File: src/rtl/rv32i_pkg.sv
// Shared RV32I load/store types used by the core and the data-memory bridge.
package rv32i;

  typedef enum logic {
    MEM_LOAD  = 1'b0,
    MEM_STORE = 1'b1
  } mem_op_e;

  typedef enum logic [1:0] {
    MASK_B = 2'd0,
    MASK_H = 2'd1,
    MASK_W = 2'd2
  } ram_mask_e;

  typedef enum logic [1:0] {
    ERR_NONE,
    ERR_MISALIGN,
    ERR_TIMEOUT
  } dmem_err_e;

  typedef enum logic [1:0] {
    DMEM_IDLE,
    DMEM_LO,
    DMEM_HI,
    DMEM_DONE
  } dmem_state_e;

endpackage

File: src/rtl/rv32i_dmem_bridge_if.sv
// Core load/store port plus 16-bit halfword RAM bus; slave = bridge view, master = core/RAM view.
interface rv32i_dmem_bridge_if #(
  parameter int ADDR_W = 22
);
  import rv32i::*;

  logic              req_valid;
  logic              req_ready;
  mem_op_e           req_op;
  ram_mask_e         req_mask;
  logic [31:0]       req_addr;
  logic [31:0]       req_wdata;

  logic              rsp_valid;
  dmem_err_e         rsp_err;
  logic [31:0]       rsp_rdata;

  logic              mem_req;
  logic              mem_we;
  logic [ADDR_W-1:0] mem_addr;
  logic [1:0]        mem_be;
  logic [15:0]       mem_wdata;
  logic              mem_ack;
  logic [15:0]       mem_rdata;

  modport slave (
    input  req_valid, req_op, req_mask, req_addr, req_wdata, mem_ack, mem_rdata,
    output req_ready, rsp_valid, rsp_err, rsp_rdata,
           mem_req, mem_we, mem_addr, mem_be, mem_wdata
  );

  modport master (
    output req_valid, req_op, req_mask, req_addr, req_wdata, mem_ack, mem_rdata,
    input  req_ready, rsp_valid, rsp_err, rsp_rdata,
           mem_req, mem_we, mem_addr, mem_be, mem_wdata
  );

endinterface

File: src/rtl/rv32i_dmem_lane_align.sv
// Combinational lane steering: byte enables, write halfword, alignment check and read merge.
module rv32i_dmem_lane_align
  import rv32i::*;
(
  input  ram_mask_e   mask,
  input  logic [1:0]  addr_lo,
  input  logic [31:0] wdata,
  input  logic        beat_hi,
  input  logic [15:0] mem_rdata,
  input  logic [15:0] lo_half,
  output logic [1:0]  be,
  output logic [15:0] wdata16,
  output logic        misalign,
  output logic [31:0] rdata
);

  always_comb begin
    be       = 2'b11;
    wdata16  = beat_hi ? wdata[31:16] : wdata[15:0];
    misalign = 1'b0;
    rdata    = 32'h0;
    unique case (mask)
      MASK_B: begin
        be      = addr_lo[0] ? 2'b10 : 2'b01;
        wdata16 = {2{wdata[7:0]}};
        rdata   = {24'h0, (addr_lo[0] ? mem_rdata[15:8] : mem_rdata[7:0])};
      end
      MASK_H: begin
        misalign = addr_lo[0];
        rdata    = {16'h0, mem_rdata};
      end
      MASK_W: begin
        misalign = |addr_lo;
        rdata    = beat_hi ? {mem_rdata, lo_half} : {16'h0, mem_rdata};
      end
      // Encoding 3 is not a legal access size; reject it rather than touch memory.
      default: misalign = 1'b1;
    endcase
  end

endmodule

File: src/rtl/rv32i_dmem_bridge.sv
// Executes one core load/store on a 16-bit RAM bus; B/H rsp at T+2, W at T+3 with zero-wait acks.
// One request in flight: req_ready only in IDLE; rsp_valid is a one-cycle pulse with no backpressure.
module rv32i_dmem_bridge
  import rv32i::*;
#(
  parameter int ADDR_W  = 22,
  parameter int TIMEOUT = 255
) (
  input  logic                clk,
  input  logic                reset_n,
  rv32i_dmem_bridge_if.slave  bus
);

  localparam int CNT_W = (TIMEOUT < 2) ? 1 : $clog2(TIMEOUT + 1);

  dmem_state_e       state_q, state_d;
  mem_op_e           op_q, op_d;
  ram_mask_e         mask_q, mask_d;
  logic [ADDR_W:0]   addr_q, addr_d;
  logic [31:0]       wdata_q, wdata_d;
  logic [15:0]       lo_q, lo_d;
  logic [CNT_W-1:0]  cnt_q, cnt_d;
  dmem_err_e         err_q, err_d;
  logic [31:0]       rdata_q, rdata_d;

  logic              in_idle, beat_act, beat_hi, expire;
  ram_mask_e         al_mask;
  logic [1:0]        al_addr, al_be;
  logic [15:0]       al_wdata;
  logic              al_misalign;
  logic [31:0]       al_rdata;

  assign in_idle  = (state_q == DMEM_IDLE);
  assign beat_hi  = (state_q == DMEM_HI);
  assign beat_act = (state_q == DMEM_LO) || beat_hi;

  // In IDLE the aligner looks at the incoming request so misalignment is known at accept.
  assign al_mask = in_idle ? bus.req_mask       : mask_q;
  assign al_addr = in_idle ? bus.req_addr[1:0]  : addr_q[1:0];

  rv32i_dmem_lane_align u_align (
    .mask      (al_mask),
    .addr_lo   (al_addr),
    .wdata     (wdata_q),
    .beat_hi   (beat_hi),
    .mem_rdata (bus.mem_rdata),
    .lo_half   (lo_q),
    .be        (al_be),
    .wdata16   (al_wdata),
    .misalign  (al_misalign),
    .rdata     (al_rdata)
  );

  assign expire = (TIMEOUT != 0) && beat_act && !bus.mem_ack &&
                  (32'(cnt_q) == 32'(TIMEOUT - 1));

  assign bus.req_ready = in_idle;
  assign bus.rsp_valid = (state_q == DMEM_DONE);
  assign bus.rsp_err   = err_q;
  assign bus.rsp_rdata = rdata_q;
  assign bus.mem_req   = beat_act;
  assign bus.mem_we    = beat_act && (op_q == MEM_STORE);
  assign bus.mem_addr  = beat_act ? (addr_q[ADDR_W:1] + ADDR_W'(beat_hi)) : '0;
  assign bus.mem_be    = beat_act ? al_be : 2'b00;
  assign bus.mem_wdata = bus.mem_we ? al_wdata : 16'h0;

  always_comb begin
    state_d = state_q;
    op_d    = op_q;
    mask_d  = mask_q;
    addr_d  = addr_q;
    wdata_d = wdata_q;
    lo_d    = lo_q;
    cnt_d   = cnt_q;
    err_d   = err_q;
    rdata_d = rdata_q;
    unique case (state_q)
      DMEM_IDLE: begin
        if (bus.req_valid) begin
          op_d    = bus.req_op;
          mask_d  = bus.req_mask;
          addr_d  = bus.req_addr[ADDR_W:0];
          wdata_d = bus.req_wdata;
          cnt_d   = '0;
          if (al_misalign) begin
            state_d = DMEM_DONE;
            err_d   = ERR_MISALIGN;
            rdata_d = 32'h0;
          end else begin
            state_d = DMEM_LO;
          end
        end
      end
      DMEM_LO, DMEM_HI: begin
        if (bus.mem_ack) begin
          cnt_d = '0;
          if (!beat_hi && (mask_q == MASK_W)) begin
            state_d = DMEM_HI;
            lo_d    = bus.mem_rdata;
          end else begin
            state_d = DMEM_DONE;
            err_d   = ERR_NONE;
            rdata_d = (op_q == MEM_LOAD) ? al_rdata : 32'h0;
          end
        end else if (expire) begin
          state_d = DMEM_DONE;
          err_d   = ERR_TIMEOUT;
          rdata_d = 32'h0;
        end else begin
          cnt_d = cnt_q + CNT_W'(1);
        end
      end
      DMEM_DONE: state_d = DMEM_IDLE;
      default:   state_d = DMEM_IDLE;
    endcase
  end

  always_ff @(posedge clk or negedge reset_n) begin
    if (!reset_n) begin
      state_q <= DMEM_IDLE;
      op_q    <= MEM_LOAD;
      mask_q  <= MASK_B;
      addr_q  <= '0;
      wdata_q <= '0;
      lo_q    <= '0;
      cnt_q   <= '0;
      err_q   <= ERR_NONE;
      rdata_q <= '0;
    end else begin
      state_q <= state_d;
      op_q    <= op_d;
      mask_q  <= mask_d;
      addr_q  <= addr_d;
      wdata_q <= wdata_d;
      lo_q    <= lo_d;
      cnt_q   <= cnt_d;
      err_q   <= err_d;
      rdata_q <= rdata_d;
    end
  end

endmodule

File: src/flat_wrapper.sv
// flat-port wrapper written by rule: the top's interface ports become plain ports
module rv32i_dmem_bridge_flat import rv32i::*;
#(
  parameter int ADDR_W  = 22,
  parameter int TIMEOUT = 255
)
  (clk, reset_n, bus_req_valid, bus_req_op, bus_req_mask, bus_req_addr, bus_req_wdata, bus_mem_ack, bus_mem_rdata, bus_req_ready, bus_rsp_valid, bus_rsp_err, bus_rsp_rdata, bus_mem_req, bus_mem_we, bus_mem_addr, bus_mem_be, bus_mem_wdata);
  rv32i_dmem_bridge_if #(.ADDR_W(ADDR_W)) bus_i ();
  input  logic clk;
  input  logic reset_n;
  input wire logic [$bits(bus_i.req_valid)-1:0] bus_req_valid;
  input wire logic [$bits(bus_i.req_op)-1:0] bus_req_op;
  input wire logic [$bits(bus_i.req_mask)-1:0] bus_req_mask;
  input wire logic [$bits(bus_i.req_addr)-1:0] bus_req_addr;
  input wire logic [$bits(bus_i.req_wdata)-1:0] bus_req_wdata;
  input wire logic [$bits(bus_i.mem_ack)-1:0] bus_mem_ack;
  input wire logic [$bits(bus_i.mem_rdata)-1:0] bus_mem_rdata;
  output wire logic [$bits(bus_i.req_ready)-1:0] bus_req_ready;
  output wire logic [$bits(bus_i.rsp_valid)-1:0] bus_rsp_valid;
  output wire logic [$bits(bus_i.rsp_err)-1:0] bus_rsp_err;
  output wire logic [$bits(bus_i.rsp_rdata)-1:0] bus_rsp_rdata;
  output wire logic [$bits(bus_i.mem_req)-1:0] bus_mem_req;
  output wire logic [$bits(bus_i.mem_we)-1:0] bus_mem_we;
  output wire logic [$bits(bus_i.mem_addr)-1:0] bus_mem_addr;
  output wire logic [$bits(bus_i.mem_be)-1:0] bus_mem_be;
  output wire logic [$bits(bus_i.mem_wdata)-1:0] bus_mem_wdata;
  assign bus_i.req_valid = bus_req_valid;
  assign bus_i.req_op = bus_req_op;
  assign bus_i.req_mask = bus_req_mask;
  assign bus_i.req_addr = bus_req_addr;
  assign bus_i.req_wdata = bus_req_wdata;
  assign bus_i.mem_ack = bus_mem_ack;
  assign bus_i.mem_rdata = bus_mem_rdata;
  assign bus_req_ready = bus_i.req_ready;
  assign bus_rsp_valid = bus_i.rsp_valid;
  assign bus_rsp_err = bus_i.rsp_err;
  assign bus_rsp_rdata = bus_i.rsp_rdata;
  assign bus_mem_req = bus_i.mem_req;
  assign bus_mem_we = bus_i.mem_we;
  assign bus_mem_addr = bus_i.mem_addr;
  assign bus_mem_be = bus_i.mem_be;
  assign bus_mem_wdata = bus_i.mem_wdata;
  rv32i_dmem_bridge #(.ADDR_W(ADDR_W), .TIMEOUT(TIMEOUT)) u_core (.clk(clk), .reset_n(reset_n), .bus(bus_i));
endmodule
File: config.mk
export PLATFORM = sky130hd
export DESIGN_NAME = rv32i_dmem_bridge_flat
export DESIGN_NICKNAME = d
export VERILOG_FILES = /design/src/rtl/rv32i_pkg.sv /design/src/rtl/rv32i_dmem_bridge_if.sv /design/src/rtl/rv32i_dmem_lane_align.sv /design/src/rtl/rv32i_dmem_bridge.sv /design/src/flat_wrapper.sv
export SDC_FILE = /design/constraint.sdc
export NUM_CORES = 1
export LEC_CHECK = 0
export ABC_CLOCK_PERIOD_IN_PS = 3400
export BUFFER_PORTS_ARGS = -buffer_cell sky130_fd_sc_hd__buf_2
export CORE_MARGIN = 2
export CORE_UTILIZATION = 40
export CTS_CLUSTER_SIZE = 25
export DETAILED_ROUTE_END_ITERATION = 8
export GPL_TIMING_DRIVEN = 1
export HOLD_SLACK_MARGIN = 0.06
export PLACE_DENSITY = 0.69
export RECOVER_POWER = 25
export SYNTH_ARGS = -nofsm -noshare
export SYNTH_HDL_FRONTEND = slang
export SYNTH_SLANG_ARGS = --single-unit
File: constraint.sdc
create_clock -name clk -period 3.4 [get_ports clk]
set_input_delay 0.34 -clock clk [delete_from_list [all_inputs] [get_ports clk]]
set_output_delay 0.34 -clock clk [all_outputs]
set_load 0.01 [all_outputs]
==> metrics.txt, run 1 <==
status=finished with violations; failing checks=max-capacitance violations, max-slew violations; synth top area cells=dfrtp_1 (49%), mux2_2 (15%), mux2i_1 (7.0%), xor2_1 (2.8%), nand2_1 (2.7%); min cycle time layout=~3100 ps; Avg Inst Size Synth=between 10 and 15 um2; EDFF count, synth=0; Die W=127 um; warnings from Yosys=0; syn_nets=636; clk_lat worst skew=410 ps; largest net degree at the start of global routing=62; ratio of cells with drive above 1 in the final layout=37.0%; worst hold path class=input port to flip-flop; number of cells upsized or downsized after cts=0; synth unique cells=43; post-DR wirelength/cell=16.3 um; CP Capture Type=primary output; Clock Path Buffers=2; root buf cell=clkbuf_16; global-route wire length before repair=around 23 mm; vias in the first global route=roughly 4.7k; Worst Skew=~7.5 ps; placed insts=865; gate count of the mapped netlist=between 500 and 600; first drt pass iteration count=4; DR vias=approximately 4.6k; Post-CTS Setup Inserts=0; worst endpoint required time=3060 ps; Final nets=796; gr usage total=18.5%; GP Congestion=0.871; worst hold slack=161 ps; WS Path Type=flip-flop to primary output; Via density=roughly 5.1; grt total ovfl=0; Initial DRC Count=about 200; DIE HEIGHT=127 um; final antenna-violating net count=0; initial antenna violation count=0; most frequent cell after synthesis=dfrtp_1; # IOs=165; DRC violations left=0; peak supply drop=398 uV; die area=16000 um2; crit start category=flip-flop; worst-path maximum fanout=6; Commonest cells post-synth=dfrtp_1 (118), mux2_2 (78), nand2_1 (43); port bufs=155; crit path DAT=2710 ps; leading register cell type out of synthesis=dfrtp_1; sequential-to-total area share from yosys stat=49.0%; Total Wirelength=roughly 15 mm; RSZ-0062 raised after global routing=no; endpoints failing hold=0; Async SR Flop Fraction=100%; row cnt=44; # H-tree levels=4; CTS Buf Count=17; Synth Cell Area=6020 um2; Synth Register Bits=118; Static Leak=~3.6 nW; Slew Limit Headroom=-1.68%; max-slew violation count=58; clock-pin slew on the worst setup and hold paths=approximately 50 ps; clock sink count=118; Initial Util=between 40% and 50%; Synth top area share=slightly below 50%; FMAX=328 MHz; Finished Layout Cells=898; # diodes=0; area grow syn2layout=25.4%; endpoints failing setup=0; PD cells=924 nW/um2; fin crit share=roughly nine tenths; Tot Pwr=0.00698 W; TritonCTS clock tree=built; area leader, netlist=dfrtp_1; Setup TNS Final=0 ps; Post-DP HPWL=10.5 mm; post-layout util=between 50% and 60%; Worst Tran Pin Value=between 1500 and 2000 ps; maxcap violations=1; Core Footprint=14600 um2
-- logic make-up (layout without fill, tap and decap cells) --
group,count (synthesis),count (layout),synth area share [%]
xor gates and xnor gates,23,23,3.35
muxes,123,123,22.3
adders and majority gates,8,8,1.66
AOI/OAI and AO/OA,58,58,6.38
and+or+nand+nor,148,148,12.4
DFF,118,118,49.0
buffers and inverters,63,236,4.90
-- placed cells by master (no fill, tap or decap), drive strengths merged, types with 10 or more instances in the layout --
cell,count
inv,37
a21oi,12
clkbuf,46
nor2,34
and3,15
buf,144
dfrtp,118
mux2i,43
nand3,22
xor2,19
nand2,43
mux2,80
a31oi,10
-- per-layer routing --
layer | vias to the layer above | share of wire [%] | global-route usage, %
met1 | 2275 | 45 | 23.8
li1 | 2210 | - | -
met4 | 0 | 1.6 | 5.75
met3 | 14 | 4.7 | 4.98
met2 | 119 | 49 | 30.7
met5 | - | 0 | 0
-- through the flow --
stage | cell area, um2 | setup WS, ps
6_report | 7550 | 347
5_1_grt | 7550 | 103
4_1_cts | 7580 | 292
3_5_place_dp | 7010 | 521
3_3_place_gp | 7010 | 606
2_1_floorplan | 6020 | 996
-- worst paths after layout --
kind,startpoint,endpoint,slack (ps),cells after the start
min in group asynchronous,reset_n,u_core.bus.rsp_rdata[27],830,2
hold reg to reg,u_core.lo_q[13],u_core.lo_q[13],500,1
max in group asynchronous,reset_n,u_core.addr_q[20],1530,3
setup / recovery,u_core.state_q[0],bus_mem_addr[20],350,9
setup reg to reg,u_core.state_q[0],u_core.bus.rsp_rdata[31],520,8
hold / removal,bus_req_addr[20],u_core.addr_q[20],160,2
-- state kept, by name, indices dropped and copies added, names as in the netlist --
register / cells
u_core.op_q: 1
u_core.lo_q: 16
u_core.bus.rsp_err: 2
u_core.mask_q: 2
u_core.addr_q: 23
u_core.cnt_q: 8
u_core.bus.rsp_rdata: 32
u_core.wdata_q: 32
u_core.state_q: 2
-- power breakdown --
part	internal [W]	total [W]	switching, W	leakage [nW]
clock	0.00108	0.00168	0.000606	0.272
combinational	0.00136	0.00290	0.00154	1.85
sequential	0.00197	0.00240	0.000424	1.49
-- area by class of cell --
type | instances | area (um2)
clock buffer | 24 | 492
timing repair buffer | 167 | 880
clock inverter | 8 | 72.6
multi-input combinational | 360 | 2790
sequential | 118 | 2950
inverter | 37 | 139
fill | 1300 | 7090
tap | 184 | 230
-- timing repair --
item | 4_1_cts | 5_1_grt
hold endpoints to repair | 57 | 0
hold buffers | 1 | 0
setup endpoints to repair | 0 | 0
-- worst max-delay path: stages (launching register included) --
cell and delay, ps:
dfrtp_1 390, inv_1 110, ha_1 210, ha_1 190, ha_1 220, and2_1 280
nand3_1 220, or3_1 350, a21oi_1 170, buf_2 150
(Power assumes the default switching activity.)
==> inputs of run 2 (changes only) <==
--- a/config.mk
+++ b/config.mk
@@ -6,15 +6,14 @@
 export NUM_CORES = 1
 export LEC_CHECK = 0
 export ABC_CLOCK_PERIOD_IN_PS = 3400
-export BUFFER_PORTS_ARGS = -buffer_cell sky130_fd_sc_hd__buf_2
 export CORE_MARGIN = 2
 export CORE_UTILIZATION = 40
 export CTS_CLUSTER_SIZE = 25
 export DETAILED_ROUTE_END_ITERATION = 8
+export DONT_BUFFER_PORTS = 1
 export GPL_TIMING_DRIVEN = 1
 export HOLD_SLACK_MARGIN = 0.06
-export PLACE_DENSITY = 0.69
-export RECOVER_POWER = 25
+export PLACE_DENSITY = 0.59
 export SYNTH_ARGS = -nofsm -noshare
 export SYNTH_HDL_FRONTEND = slang
 export SYNTH_SLANG_ARGS = --single-unit
==> metrics.txt, run 2 (synthesis results as in run 1) <==
status=finished clean; peak supply drop=436 uV (+9.4%); CTS Buf Count=17 (unchanged); Core Footprint=14600 um2 (unchanged); register area=2950 um2 (unchanged); max-slew violation count=0 (-100%); fin crit share=91.5% (+1.7 points); WS Path Type=flip-flop to primary output; ratio of cells with drive above 1 in the final layout=21.3% (-16 points); Fill cells=1315 (+1.2%); commonest non-fill, non-tap cells in the layout=dfrtp_1 (118), mux2_2 (78), dlygate4sd3_1 (52); commonest non-fill, non-tap cell in the layout=dfrtp_1; crit-path max cell delay=410 ps (+20 ps); Initial Util=41.1% (unchanged); worst-path maximum fanout=10 (+4); crit path DAT=2770 ps (+60 ps); DIE HEIGHT=127 um (unchanged); Total Wirelength=14.8 mm (+0.80%); crit-path leading delay family=simple AND/OR/NAND/NOR gates; row cnt=44 (unchanged); metal1 wirelength=6.55 mm (-0.41%); met2 WL=7.03 mm (-2.1%); Worst Tran Pin Value=651 ps (-874 ps); slowest cell on the critical path=mux2i_1; Clock Path Buffers=2 (unchanged); clk_lat worst skew=420 ps (about the same); maxcap violations=0 (-1); Final nets=691 (-13%); min cycle time layout=3110 ps (+56.8 ps); initial antenna violation count=0 (unchanged); TritonCTS clock tree=built; Bufs and invs on worst path=1 (-1); Die W=127 um (unchanged); port bufs=0 (-100%); GP Congestion=0.849 (-2.5%); Static Leak=3.19 nW (-12%); endpoints failing setup=0 (unchanged); crit start category=flip-flop; worst endpoint required time=3060 ps (about the same); Post-DP HPWL=9.91 mm (-5.7%); Top Metal Used=met4; CP Capture Type=primary output; Multi-input gate area=2790 um2 (about the same); largest net degree at the start of global routing=119 (+92%); # H-tree levels=4 (unchanged); FMAX=322 MHz (-1.8%); Setup TNS Final=0 ps (unchanged); DR vias=4215 (-8.7%); global-route wire length before repair=23.6 mm (+1.1%); dpl cell area=6190 um2 (-12%); area grow syn2layout=20.9%; Initial DRC Count=230 (+12%); root buf cell=clkbuf_16; Slew Limit Headroom=56.3% (+58 points); die area=16000 um2 (unchanged); vias in the first global route=4353 (-6.6%); post-DR wirelength/cell=18.7 um (+14%); Via density=5.32 (+3.4%); endpoints failing hold=0 (unchanged); final antenna-violating net count=0 (unchanged); cells along the critical path=inv_1 -> ha_1 -> mux2i_1 -> nand2_1 -> nand2_1 -> nand2_1 -> a21oi_1; DRC violations left=0 (unchanged); gr usage total=18.9% (+0.40 points); worst hold path class=input port to flip-flop; Finished Layout Cells=793 (-12%); PD cells=908 nW/um2 (-1.7%); length of routed met3 wiring=1.05 mm (+50%); placed insts=708 (-18%); Worst Skew=16.5 ps (+9.01 ps); design area=7280 um2 (-3.6%); clock-pin slew on the worst setup and hold paths=60 ps (about the same); RSZ-0062 raised after global routing=no; # diodes=0 (unchanged); cell mode on critical path=nand2_1; clock sink count=118 (unchanged); first drt pass iteration count=4 (unchanged); grt total ovfl=0 (unchanged); Post-CTS Setup Inserts=0 (unchanged); # IOs=165 (unchanged)
run 2: path summary, 6_finish.rpt:
kind                                   start                       end  slack [ps]  cells past startpoint
max                        u_core.state_q[0]          bus_mem_wdata[4]         290                      7
max reg2reg                u_core.state_q[1]   u_core.bus.rsp_rdata[2]         700                      8
min in group asynchronous            reset_n           u_core.cnt_q[1]         600                      2
max in group asynchronous            reset_n          u_core.addr_q[6]        2350                      2
min                        bus_mem_rdata[12]  u_core.bus.rsp_rdata[28]          70                      2
min reg2reg                  u_core.lo_q[10]           u_core.lo_q[10]         500                      1
run 2: power by group:
group / total [W] / switching [W] / internal [W]
clock: 0.00165 / 0.000651 / 0.00100
combinational: 0.00249 / 0.00138 / 0.00111
sequential: 0.00247 / 0.000496 / 0.00197
run 2: final cells by class:
cell class / instances / share of cell area (%)
Clock inverter: 12 / 1.48
Tap cell: 184 / 3.16
Multi-Input combinational cell: 360 / 38.3
Inverter: 37 / 1.91
Timing Repair Buffer: 62 / 8.63
Sequential cell: 118 / 40.5
Clock buffer: 20 / 6.00
run 2: stage by stage:
step,total power [W],hold WS [ps],setup slack (ps),util [%]
after floorplan,0.00445,44.4,996,-
after global routing,0.00704,63.4,46.5,49.7
after global placement,0.00481,48.8,641,42.3
after detailed placement,0.00490,51.9,601,42.3
final,0.00661,74.3,290,49.7
after CTS,0.00667,60.1,197,49.7
run 2: repair_timing:
action / 4_1_cts / 5_1_grt
setup endpoints to repair: 0 / 6
hold endpoints to repair: 175 / 0
resized for setup: 0 / 1
hold buffers: 53 / 0
run 2: metal layers:
metal  vias to the layer above  track usage (%)
met2                       123             30.5
li1                       2010                -
met1                      2066             24.3
met5                         -                0
met4                         0             4.85
met3                        16             6.92
run 2: worst reg2reg max path, delay by kind of cell (launching register included):
| family | cells | cell delay [ps] |
|---|---|---|
| fa+ha+maj | 1 | 290 |
| compound gates | 1 | 120 |
| mux | 1 | 200 |
| flops | 1 | 390 |
| buf+inv | 2 | 430 |
| simple gates | 3 | 1130 |
